## src/rtl/pc_sequencer.sv

```systemverilog
// Fetch/decode/execute sequencer for the Salamander-4 core.
// Fetches instruction words from instruction memory, latches them into the
// instruction register, pulses the ALU and register-file strobes, and drives
// the program counter's increment and load controls. It halts on a HALT
// opcode, or when the program counter overflows during a fetch.
//
// Memory port handshake: mem_req is held high, with mem_addr = pc_val held
// stable, for as long as the sequencer is in a fetch state. A fetch completes
// in the first cycle that has both mem_req and mem_ack high; mem_rdata is
// sampled in that same cycle. mem_ack is ignored whenever mem_req is low.
// pc_max is checked before mem_ack, so an overflow aborts the fetch even if
// the acknowledge arrives in the same cycle.
module pc_sequencer #(
    parameter int ADDR_W  = 5,
    parameter int INSTR_W = 8
) (
    input  logic               clk,
    input  logic               rstn,
    input  logic               start,
    input  logic [ADDR_W-1:0]  pc_val,
    input  logic               pc_max,
    output logic               pc_inc,
    output logic               pc_load,
    output logic [ADDR_W-1:0]  pc_load_val,
    output logic               mem_req,
    output logic [ADDR_W-1:0]  mem_addr,
    input  logic               mem_ack,
    input  logic [INSTR_W-1:0] mem_rdata,
    input  logic               zero_flag,
    output logic [INSTR_W-1:0] ir,
    output logic               alu_en,
    output logic               reg_we,
    output logic               busy,
    output logic               halted,
    output logic               err,
    output logic [2:0]         state
);

    localparam logic [2:0] S_IDLE   = 3'd0;
    localparam logic [2:0] S_FETCH  = 3'd1;
    localparam logic [2:0] S_DECODE = 3'd2;
    localparam logic [2:0] S_EXEC   = 3'd3;
    localparam logic [2:0] S_WB     = 3'd4;
    localparam logic [2:0] S_FETCH2 = 3'd5;
    localparam logic [2:0] S_JUMP   = 3'd6;
    localparam logic [2:0] S_HALT   = 3'd7;

    localparam logic [3:0] OP_NOP  = 4'h0;
    localparam logic [3:0] OP_JZ   = 4'hD;
    localparam logic [3:0] OP_JMP  = 4'hE;
    localparam logic [3:0] OP_HALT = 4'hF;

    logic [2:0]        cur_state;
    logic [2:0]        next_state;
    logic [ADDR_W-1:0] target;
    logic [3:0]        opcode;
    logic              fetching;
    logic              take_branch;

    // The opcode stays in ir while the operand word of a jump is fetched.
    assign opcode      = ir[INSTR_W-1:INSTR_W-4];
    assign fetching    = (cur_state == S_FETCH) || (cur_state == S_FETCH2);
    assign take_branch = (opcode == OP_JMP) || ((opcode == OP_JZ) && zero_flag);

    // Strobes decode from the state register; pc_inc follows the completed handshake.
    assign mem_req     = fetching;
    assign mem_addr    = pc_val;
    assign pc_inc      = fetching & mem_ack & ~pc_max;
    assign pc_load     = (cur_state == S_JUMP) & take_branch;
    assign pc_load_val = target;
    assign alu_en      = (cur_state == S_EXEC);
    assign reg_we      = (cur_state == S_WB);
    assign busy        = (cur_state != S_IDLE) && (cur_state != S_HALT);
    assign halted      = (cur_state == S_HALT);
    assign state       = cur_state;

    // Next-state selection for the fetch/decode/execute sequence.
    always_comb begin
        next_state = cur_state;
        case (cur_state)
            S_IDLE, S_HALT: begin
                if (start) next_state = S_FETCH;
            end
            S_FETCH: begin
                if (pc_max)       next_state = S_HALT;
                else if (mem_ack) next_state = S_DECODE;
            end
            S_DECODE: begin
                case (opcode)
                    OP_HALT:       next_state = S_HALT;
                    OP_NOP:        next_state = S_FETCH;
                    OP_JMP, OP_JZ: next_state = S_FETCH2;
                    default:       next_state = S_EXEC;
                endcase
            end
            S_EXEC:   next_state = S_WB;
            S_WB:     next_state = S_FETCH;
            S_FETCH2: begin
                if (pc_max)       next_state = S_HALT;
                else if (mem_ack) next_state = S_JUMP;
            end
            S_JUMP:   next_state = S_FETCH;
            default:  next_state = S_IDLE;
        endcase
    end

    // State register; reset returns to IDLE immediately, dropping mem_req.
    always_ff @(posedge clk or negedge rstn) begin
        if (!rstn) cur_state <= S_IDLE;
        else       cur_state <= next_state;
    end

    // Instruction register loads only on a completed opcode fetch.
    always_ff @(posedge clk or negedge rstn) begin
        if (!rstn)                              ir <= '0;
        else if ((cur_state == S_FETCH) && pc_inc) ir <= mem_rdata;
    end

    // Jump target loads only on a completed operand fetch.
    always_ff @(posedge clk or negedge rstn) begin
        if (!rstn)                                  target <= '0;
        else if ((cur_state == S_FETCH2) && pc_inc) target <= mem_rdata[ADDR_W-1:0];
    end

    // Sticky overflow flag: set by an overflow halt, cleared when restarting from HALT.
    always_ff @(posedge clk or negedge rstn) begin
        if (!rstn)                             err <= 1'b0;
        else if (fetching && pc_max)           err <= 1'b1;
        else if ((cur_state == S_HALT) && start) err <= 1'b0;
    end

endmodule

```

## config.mk

```make
export PLATFORM = sky130hd
export DESIGN_NAME = pc_sequencer
export DESIGN_NICKNAME = d
export VERILOG_FILES = /design/src/rtl/pc_sequencer.sv
export SDC_FILE = /design/constraint.sdc
export NUM_CORES = 1
export LEC_CHECK = 0
export ABC_AREA = 1
export CAP_MARGIN = 10
export CORE_ASPECT_RATIO = 0.75
export CORE_MARGIN = 4
export CORE_UTILIZATION = 38
export CTS_CLUSTER_DIAMETER = 80
export DETAILED_ROUTE_END_ITERATION = 6
export GPL_TIMING_DRIVEN = 0
export PLACE_DENSITY = 0.79
export SYNTH_ARGS = -nofsm -noshare
export SYNTH_HDL_FRONTEND = slang
export SYNTH_SLANG_ARGS = --single-unit
```

## constraint.sdc

```tcl
create_clock -name clk -period 1.73 [get_ports clk]
set_clock_uncertainty 0.1 [all_clocks]
set_input_delay 0.346 -clock clk [delete_from_list [all_inputs] [get_ports clk]]
set_output_delay 0.346 -clock clk [all_outputs]
set_load 0.02 [all_outputs]
```

Word-level counts from Yosys, hierarchy flattened
Index checks and enable logic that the tools add are counted.
{"block": "word_totals", "out_inout_bits": 29, "register_bits": 17, "input_bits": 19}
{"block": "classes", "n_eq_ne": 14, "reduce_logical": 16, "mux": 9, "bitwise_logic": 4}
{"op": "one-hot mux 3 bit (6 select lines)", "count": 1}
{"op": "2-to-1 mux 3 bit", "count": 5}
{"op": "== test 3 bit (second input constant)", "count": 4}
{"op": "== test 4 bit (second input constant)", "count": 3}
{"op": "inequality test 3 bit (second input constant)", "count": 3}
{"op": "one-hot mux 3 bit (3 select lines)", "count": 1}
{"op": "== test 3 x 2 -> 1 bit (second input constant)", "count": 2}
{"op": "logical AND 1 bit", "count": 6}
{"op": "OR reduction 2 bit", "count": 3}
{"op": "logical NOT 4 bit", "count": 1}
{"op": "AND 1 bit", "count": 3}
{"op": "== test 3 x 1 -> 1 bit (second input constant)", "count": 1}
{"op": "logical NOT 3 bit", "count": 1}
{"op": "AND reduction 3 bit", "count": 1}
{"op": "nonzero test 3 bit", "count": 1}
{"op": "logical OR 1 bit", "count": 2}
{"op": "2-to-1 mux 1 bit", "count": 2}
{"op": "inequality test 2 bit (second input constant)", "count": 1}
{"op": "nonzero test 2 bit", "count": 1}
{"op": "NOT 1 bit", "count": 1}

Logic depth before layout (Yosys ltp)
Gate-level depths: netlist of the first run.
{"block": "logic_depth", "word_depth": 5, "ltp_mapped": 8, "mapped_depth_nobuf": 8}

Worst setup path before layout of the first run
No wires, ideal clock.
{"block": "synth_path", "path_kind": "register to output", "startpoint": "register cur_state[2], in the netlist state[2]", "endpoint": "output pc_load", "setup_slack_ns": -0.172, "required_ns": 1.284, "arrival_time_ns": 1.456, "n_path_buf": 1, "path_stages_with_launch": 4, "cell_sequence": "dfrtp_1 -> buf_2 -> nand2_1 -> nor4_1"}
{"block": "synth_via", "elab_chain_len": 2}
{"item": "start: declaration", "line": "53", "rtl": "logic [2:0] cur_state;"}
{"item": "start signal: assignment", "line": "110", "rtl": "else cur_state <= next_state;"}
{"item": "== test 3 bit", "line": "69", "rtl": "assign pc_load = (cur_state == S_JUMP) & take_branch;"}
{"item": "AND 1 bit", "line": "69"}
{"item": "end: declaration", "line": "23", "rtl": "output logic pc_load,"}
No other way between the ends.

Final worst setup path of the first run
Same ends and word-level chain as after synthesis.

==> results of run 1 <==
[synth_stat cells]
cell / n
nand2_1: 39
dfrtp_1: 17
inv_1: 16
o21ai_0: 8
nand3_1: 7
nor2_1: 7
buf_4: 5
o21ai_2: 5
nand2_2: 3
nor3_1: 2
a21oi_1: 1
buf_2: 1
buf_6: 1
nor3_4: 1
nor4_1: 1
[layout make-up]
type | count | area (µm²) | area share (%)
clock inverter | 1 | 5.005 | 0.3562
clock buffer | 3 | 22.52 | 1.603
tap | 24 | 30.03 | 2.137
timing repair buffer | 46 | 441.7 | 31.43
sequential | 17 | 429.2 | 30.54
inverter | 16 | 60.06 | 4.274
buffer | 7 | 60.06 | 4.274
multi-input combinational | 74 | 356.6 | 25.38
[routing by layer]
layer	track usage, %	wire length (µm)	vias up	part of all wire (%)
li1	-	-	451	-
met1	18.76	959	397	42
met2	26.07	1147	33	51
met3	4.091	152	0	6.7
met4	3.226	0	0	0
met5	0	0	-	0
[power groups by stage]
stage               registers [mW]  clock network, mW  logic [mW]
CTS                          0.742              0.215        1.35
floorplan                    0.933                  0       0.571
global route                 0.763              0.240        1.51
detailed placement           0.740                  0        1.41
finish                       0.731              0.210        1.37
global placement             0.731                  0        1.39
[how the worst min path moves through the flow]
stage                   start              to  slack (ns)
2_1_floorplan            rstn             err       -0.05
3_3_place_gp            ir[0]           ir[0]        0.37
3_5_place_dp            ir[1]           ir[1]        0.37
4_1_cts                 ir[1]           ir[1]        0.40
5_1_grt        pc_load_val[4]  pc_load_val[4]        0.42
6_report                 rstn  pc_load_val[1]        0.38
[layout by cell type, fill, tap and decap left out, drive strengths merged]
cell type / count
nor4: 1
a21oi: 1
clkdlybuf4s50: 19
dlymetal6s2s: 8
nand3: 7
inv: 16
nor3: 3
nor2: 7
buf: 18
dlygate4sd2: 8
clkinv: 1
clkbuf: 3
o21ai: 13
nand2: 42
dfrtp: 17
[logic make-up (layout without fill, tap and decap cells)]
| logic type | count (synthesis) | after routing |
|---|---|---|
| and+or+nand+nor | 60 | 60 |
| buffers and inverters | 23 | 73 |
| DFF | 17 | 17 |
| AOI/OAI and AO/OA | 14 | 14 |
[sequential cells by signal (all words and copies together) (netlist names)]
| register | flops |
|---|---|
| pc_load_val | 5 |
| state | 3 |
| err | 1 |
| ir | 8 |
[through the flow]
stage / utilization [%] / total power, mW
floorplan: - / 1.503
global placement: 63.93 / 2.116
CTS: 64.88 / 2.310
finish: 66.85 / 2.313
global route: 66.85 / 2.509
detailed placement: 63.93 / 2.154
[repair_timing]
action                                  in CTS  in global routing
setup buffers                                2                  2
cloned                                       0                  0
endpoints found under the hold margin        0                  0
pin swaps                                    1                  1
gates resized for setup                     44                 15
endpoints found under the setup margin      15                 14
==> run_results.csv, run 1 <==
group,metric,value,unit
timing,slew_headroom,51.13,%
grt,antenna_found_initial,0,
floorplan,core,2102,µm²
finish,nets,184,
outcome,status,"complete, but fails checks",
place,place_ws,-0.5958,ns
finish,layout-drive-gt1-share,23.17,%
setup_path,critPathLaunch,"state[2]",
setup_path,r2r_slack,0.08,ns
route,vias_per_cell,4.686,
outcome,violations,"negative setup slack",
setup_path,timing.critical_path.cells,"buf_6 -> nand2_2 -> nor4_2 -> buf_4",
logic_synthesis,synth_area_leaders,"dfrtp_1 (48%), nand2_1 (17%), inv_1 (6.8%)",
power,power.internal,1.233,mW
clock_tree,cts.sinks,17,
setup_path,cp_num_buf_inv,2,
timing,period_needed,1.743,ns
grt,grt_max_degree,18,
clock_tree,clk_pin_slew_worst_paths,0.10,ns
floorplan,start_util,42.20,%
timing,min_period_over_period,100.8,%
power,combPwrFrac,59.3,%
power,sw_frac_of_total,46.67,%
power,p_per_area,1646,nW/µm²
place,gp_congestion,0.8148,
route,drt-initial-drc-count,15,
timing,finalSetupTns,-0.01323,ns
job,maxCapViolations,0,
setup_path,timing.rr.start,"state[1]",
power,leakage,0.8247,nW
logic_synthesis,synth_top_area_cell,"dfrtp_1",
timing,hold_violations,0,
route,wl_per_cell,12.02,µm
clock_tree,cts_buffer_depth,2,
finish,fin_area,1405,µm²
power,p_sw,1.079,mW
finish,fin_cells,188,
timing,worst_slack,-0.01323,ns
logic_synthesis,synthAdderAreaFrac,0,%
place,placed_cell_area,1344,µm²
grt,grt_pass1_wl,3850,µm
logic_synthesis,syn_area_per_cell,7.782,µm²
setup_path,critPathCaptureType,"output pin",
setup_path,rr_endpoint,"ir[2]",
clock_tree,ctsHtreeMaxLevel,1,
finish,fillCellCount,185,
timing,slew_viol_final,0,
power,power_frac_seq,31.6,%
logic_synthesis,synthMuxAreaShare,0,%
setup_path,slowest_delay,0.36,ns
logic_synthesis,synth_top_family_by_area,"simple AND/OR/NAND/NOR gates",
logic_synthesis,synth_xor_area_share,0,%
clock_tree,holdBufCountCts,0,
grt,grt_util_all_layers,15.09,%
setup_path,cp_top_family,"flip-flops",
logic_synthesis,synth_seq_area_share,47.95,%
floorplan,row_count,14,
logic_synthesis,synth_compound_area_share,10.01,%
setup_path,cpMaxStageDelayCell,"dfrtp_1",
setup_path,crit_type,"reg -> out",
place,dp_hpwl,1828,µm
setup_path,cp-start-kind,"flip-flop",
setup_path,worstSetupEndpoint,"pc_load",
route,drc,0,
logic_synthesis,yosys.area_share.simple,29.20,%
logic_synthesis,synth_top_cell_area_share,47.95,%
grt,overflow,0,
grt,grt_pass1_vias,882,
timing,max_freq,0.5736,GHz
timing,setup_viol,1,
clock_tree,worst_skew_pair.late_latency,0.29,ns
clock_tree,cts_buffers,3,
floorplan,die_area,3180,µm²
clock_tree,cts_tree,"done",
route,drt.antenna.violating_nets,0,
timing,worst_pin_slew,0.7308,ns
logic_synthesis,ys_warn_count,0,
setup_path,crit_required,1.28,ns
logic_synthesis,synthDistinctLibCells,15,
power,peakVddDrop,0.8966,mV
clock_tree,cts_root_buf,"clkbuf_4",
setup_path,crit_cells,4,
route,first_pass_iters,6,
min_path,min_path_type,"in -> async",
place,post-place-cells,180,
finish,syn_to_final_growth,58.39,%
logic_synthesis,synth_fp_nets,133,
timing,rsz0062_at_grt,"true",
place,portBuffers,42,
setup_path,ff2ff_path_depth,9,
floorplan,die_y,49.85,µm
timing,fin_hold_ws,0.3837,ns
logic_synthesis,syn_inst,114,
route,routed_wl,2259,µm
setup_path,crit_arrival,1.30,ns
logic_synthesis,synth_seq_cells,17,
finish,antenna-diode-count,0,
power,clkPwrFrac,9.1,%
setup_path,crit_fanout,8,
route,vias,881,
logic_synthesis,syn_area,887.1,µm²
floorplan,num_io_pins,48,
floorplan,die_width,63.79,µm
No activity file was read; power rests on OpenSTA's default activity.
==> run 2: changes to the inputs <==
--- a/config.mk
+++ b/config.mk
@@ -7,8 +7,8 @@
 export LEC_CHECK = 0
 export ABC_AREA = 1
 export CAP_MARGIN = 10
-export CORE_ASPECT_RATIO = 0.75
-export CORE_MARGIN = 4
+export CORE_ASPECT_RATIO = 0.7
+export CORE_MARGIN = 1
 export CORE_UTILIZATION = 38
 export CTS_CLUSTER_DIAMETER = 80
 export DETAILED_ROUTE_END_ITERATION = 6
==> run_results.csv, run 2 (synthesized netlist as in run 1, its figures left out) <==
group,metric,value,unit
outcome,status,"complete, but fails checks",
outcome,violations,"negative setup slack",
timing,hold_violations,0,
setup_path,crit_required,1.28,ns
finish,layout-drive-gt1-share,23.49,%
grt,grt_pass1_vias,703,
timing,rsz0062_at_grt,"true",
setup_path,slowest_delay,0.37,ns
power,p_per_area,1645,nW/µm²
grt,grt_pass1_wl,3374,µm
route,first_pass_iters,4,
floorplan,core,2172,µm²
setup_path,ff2ff_path_depth,9,
finish,fillCellCount,203,
power,peakVddDrop,0.9259,mV
route,drt.antenna.violating_nets,0,
setup_path,cpMaxStageDelayCell,"dfrtp_1",
finish,nets,186,
finish,syn_to_final_growth,61.78,%
route,vias,920,
place,portBuffers,42,
timing,slew_headroom,49.39,%
finish,fin_util,66.07,%
route,drc,0,
timing,min_period_over_period,101.9,%
timing,period_needed,1.764,ns
setup_path,crit_arrival,1.32,ns
clock_tree,cts_buffer_depth,2,
grt,overflow,0,
grt,grt_util_all_layers,18.51,%
clock_tree,cts_tree,"done",
floorplan,num_io_pins,48,
place,dp_hpwl,1686,µm
timing,slew_viol_final,0,
floorplan,die_width,59.75,µm
finish,fin_cells,198,
clock_tree,clk_pin_slew_worst_paths,0.10,ns
route,routed_wl,2225,µm
finish,final_cell_mix,"nand2_1 (38), clkdlybuf4s50_1 (19), dfrtp_1 (15)",
clock_tree,cts_root_buf,"clkbuf_4",
place,place_ws,-0.5666,ns
job,maxCapViolations,0,
setup_path,cp-start-kind,"flip-flop",
timing,max_freq,0.5670,GHz
clock_tree,worst_skew_pair.late_latency,0.30,ns
power,leakage,0.8323,nW
place,post-place-cells,188,
setup_path,critPathCaptureType,"output pin",
setup_path,crit_fanout,8,
clock_tree,holdBufCountCts,0,
setup_path,timing.critical_path.cells,"buf_6 -> nand2_2 -> nor4_4 -> buf_4",
route,wl_per_cell,11.24,µm
finish,antenna-diode-count,0,
finish,regMostFlops,"ir",
floorplan,row_count,14,
clock_tree,cts.sinks,17,
route,vias_per_cell,4.646,
timing,setup_viol,1,
clock_tree,ctsHtreeMaxLevel,1,
clock_tree,cts_buffers,3,
timing,worst_pin_slew,0.7567,ns
timing,worst_slack,-0.03369,ns
min_path,min_path_type,"in -> async",
floorplan,start_util,40.84,%
route,drt-initial-drc-count,38,
grt,grt_max_degree,18,
timing,fin_hold_ws,0.3856,ns
finish,final_common_cell,"nand2_1",
place,gp_congestion,0.8742,
finish,largest_reg_flops,8,
floorplan,die_area,2535,µm²
setup_path,crit_type,"reg -> out",
timing,finalSetupTns,-0.03369,ns
floorplan,die_y,42.43,µm
grt,antenna_found_initial,0,
[run 2: critical path: cells and delay by family, from the launching register on]
| family | cells | cell delay, ns |
|---|---|---|
| DFF | 1 | 0.37 |
| buffers and inverters | 2 | 0.31 |
| and+or+nand+nor | 2 | 0.34 |
[run 2: layout make-up]
| cell class | instances | area (µm²) | share of cell area [%] |
|---|---|---|---|
| plain buffers | 7 | 60.06 | 4.185 |
| clock buffers | 4 | 26.28 | 1.831 |
| inverters | 16 | 60.06 | 4.185 |
| multi-input cells | 74 | 365.4 | 25.46 |
| flip-flops and latches | 17 | 427.9 | 29.82 |
| well taps | 32 | 40.04 | 2.790 |
| repair buffers | 48 | 455.4 | 31.73 |
[run 2: repair_timing]
| item | in CTS | in global routing |
|---|---|---|
| setup buffers | 1 | 5 |
| resized for setup | 40 | 18 |
| endpoints found under the setup margin | 14 | 17 |
| pin swaps | 1 | 1 |
[run 2: path summary, 6_finish.rpt]
| check | slack (ns) | startpoint | endpoint |
|---|---|---|---|
| min reg2reg | 0.39 | ir[3] | ir[3] |
| min | 0.39 | rstn | pc_load_val[3] |
| max in group asynchronous | 0.62 | rstn | state[0] |
| max reg2reg | 0.11 | state[1] | ir[3] |
| min in group clk | 0.39 | ir[3] | ir[3] |
| max | -0.03 | state[2] | pc_load |
[run 2: per-layer routing]
| metal | wire length [µm] | share of wire [%] | GRT usage, % |
|---|---|---|---|
| met1 | 1021 | 46 | 29.08 |
| met2 | 988 | 44 | 23.78 |
| met3 | 182 | 8.2 | 4.630 |
| met4 | 32 | 1.4 | 6.977 |
| met5 | 0 | 0 | 0 |
[run 2: through the flow]
stage | power [mW] | cell area (µm²)
global placement | 2.111 | 1354
detailed placement | 2.142 | 1354
global route | 2.525 | 1435
floorplan | 1.503 | 893.4
CTS | 2.290 | 1361
finish | 2.361 | 1435
[run 2: report_power, final]
part | internal [mW] | total (mW) | leakage (nW) | switching (mW)
clock | 0.0898 | 0.222 | 0.0150 | 0.132
combinational | 0.587 | 1.41 | 0.610 | 0.819
sequential | 0.578 | 0.733 | 0.207 | 0.155
total | 1.26 | 2.36 | 0.832 | 1.11
==> run 3: changes to the inputs <==
--- a/config.mk
+++ b/config.mk
@@ -13,7 +13,7 @@
 export CTS_CLUSTER_DIAMETER = 80
 export DETAILED_ROUTE_END_ITERATION = 6
 export GPL_TIMING_DRIVEN = 0
-export PLACE_DENSITY = 0.79
+export PLACE_DENSITY = 0.77
 export SYNTH_ARGS = -nofsm -noshare
 export SYNTH_HDL_FRONTEND = slang
 export SYNTH_SLANG_ARGS = --single-unit
==> run_results.csv, run 3 (synthesized netlist as in run 1, its figures left out) <==
group,metric,value,unit
place,portBuffers,42,
setup_path,crit_fanout,7,
timing,min_period_over_period,101.8,%
outcome,status,"complete, but fails checks",
timing,slew_viol_final,0,
grt,overflow,0,
floorplan,core,2172,µm²
finish,multi_input_area,374.1,µm²
route,routed_wl,2389,µm
finish,regMostFlops,"ir",
place,dp_hpwl,1632,µm
clock_tree,holdBufCountCts,0,
setup_path,timing.critical_path.cells,"buf_6 -> nand2_4 -> nor4_2 -> buf_2",
grt,use_met3,3.704,%
grt,grt_pass1_vias,868,
outcome,violations,"negative setup slack",
route,drc,0,
finish,largest_reg_flops,8,
floorplan,row_count,14,
grt,grt-busiest-layer,"met2",
min_path,min_path_type,"reg -> reg",
setup_path,crit_arrival,1.32,ns
power,combPwrFrac,63.0,%
route,drt-initial-drc-count,18,
finish,syn_to_final_growth,71.93,%
clock_tree,ctsHtreeMaxLevel,1,
route,vias,943,
clock_tree,cts_root_buf,"clkbuf_4",
grt,grt_max_degree,18,
timing,setup_viol,1,
setup_path,slowest_delay,0.40,ns
setup_path,crit_required,1.28,ns
power,leakage,0.8883,nW
floorplan,die_area,2535,µm²
finish,layout-drive-gt1-share,29.55,%
clock_tree,clk_pin_slew_worst_paths,0.09,ns
place,place_ws,-0.5603,ns
grt,use_met1,27.11,%
timing,max_freq,0.5678,GHz
finish,final_common_cell,"nand2_1",
clock_tree,cts_buffers,3,
grt,grt_use_met2,34.67,%
finish,fin_cells,208,
route,drt.antenna.violating_nets,0,
timing,slew_headroom,46.65,%
route,first_pass_iters,4,
setup_path,crit_type,"reg -> out",
power,clkPwrFrac,8.0,%
finish,antenna-diode-count,0,
timing,period_needed,1.761,ns
job,maxCapViolations,0,
clock_tree,cts_tree,"done",
setup_path,critPathCaptureType,"output pin",
timing,hold_violations,0,
finish,ff_latch_area,427.9,µm²
route,vias_per_cell,4.534,
grt,grt_pass1_wl,3822,µm
power,p_per_area,1660,nW/µm²
clock_tree,cts_buffer_depth,2,
timing,worst_pin_slew,0.7977,ns
power,power_frac_seq,29.0,%
floorplan,die_width,59.75,µm
setup_path,cpMaxStageDelayCell,"dfrtp_1",
place,gp_congestion,0.9080,
power,p_sw,1.140,mW
finish,final_cell_mix,"nand2_1 (36), buf_4 (20), clkdlybuf4s50_1 (20)",
place,post-place-cells,188,
floorplan,start_util,40.84,%
timing,rsz0062_at_grt,"true",
power,peakVddDrop,0.7227,mV
place,placed_cell_area,1354,µm²
route,wl_per_cell,11.49,µm
timing,worst_slack,-0.03126,ns
finish,fillCellCount,184,
clock_tree,cts.sinks,17,
finish,fin_area,1525,µm²
floorplan,die_y,42.43,µm
setup_path,cp-start-kind,"flip-flop",
floorplan,num_io_pins,48,
power,power.internal,1.392,mW
clock_tree,worst_skew_pair.late_latency,0.28,ns
finish,fin_util,70.22,%
power,p_total,2.532,mW
finish,nets,196,
power,sw_frac_of_total,45.03,%
grt,grt_util_all_layers,20.65,%
grt,antenna_found_initial,0,
[run 3: what timing repair did]
action / in CTS / in global routing
setup buffers: 15 / 2
resized for setup: 41 / 21
setup endpoints to repair: 13 / 15
pin swaps: 4 / 7
[run 3: worst paths after layout]
check	startpoint	endpoint	slack, ns	cells after the start
setup / recovery	state[2]	pc_load	-0.03	4
hold / removal	pc_load_val[3]	pc_load_val[3]	0.39	2
setup reg to reg	ir[7]	state[2]	0.12	11
hold reg to reg	pc_load_val[3]	pc_load_val[3]	0.39	2
max in group asynchronous	rstn	state[0]	0.56	1
min in group asynchronous	rstn	ir[7]	0.42	1
[run 3: per-stage QoR]
stage                     hold slack, ns   TNS, ns
after floorplan                 -0.04959         0
after global placement            0.3677    -2.148
after detailed placement          0.3736    -2.180
after CTS                         0.3954  -0.05780
after global routing              0.4202   -0.1066
final                             0.3894  -0.03126
[run 3: power groups by stage]
stage | clock [mW] | combinational [mW] | sequential, mW
floorplan | 0 | 0.571 | 0.933
global placement | 0 | 1.38 | 0.732
detailed placement | 0 | 1.40 | 0.738
CTS | 0.213 | 1.53 | 0.721
global route | 0.231 | 1.73 | 0.761
finish | 0.202 | 1.59 | 0.735
[run 3: worst max-delay path: cells and delay by family, from the launching register on]
family                 cells  cell delay (ns)
DFF                        1             0.40
buffers and inverters      2             0.36
and+or+nand+nor            2             0.28
[run 3: metal layers]
metal | routed length, µm | up-vias
met4 | 20 | 0
met3 | 129 | 2
met5 | 0 | -
met1 | 1082 | 431
li1 | - | 474
met2 | 1156 | 36
[run 3: cell type report]
type | count | area share [%]
Tap cell | 32 | 2.625
Clock buffer | 4 | 1.723
Timing Repair Buffer | 58 | 35.19
Buffer | 7 | 3.938
Sequential cell | 17 | 28.06
Multi-Input combinational cell | 74 | 24.53
Inverter | 16 | 3.938
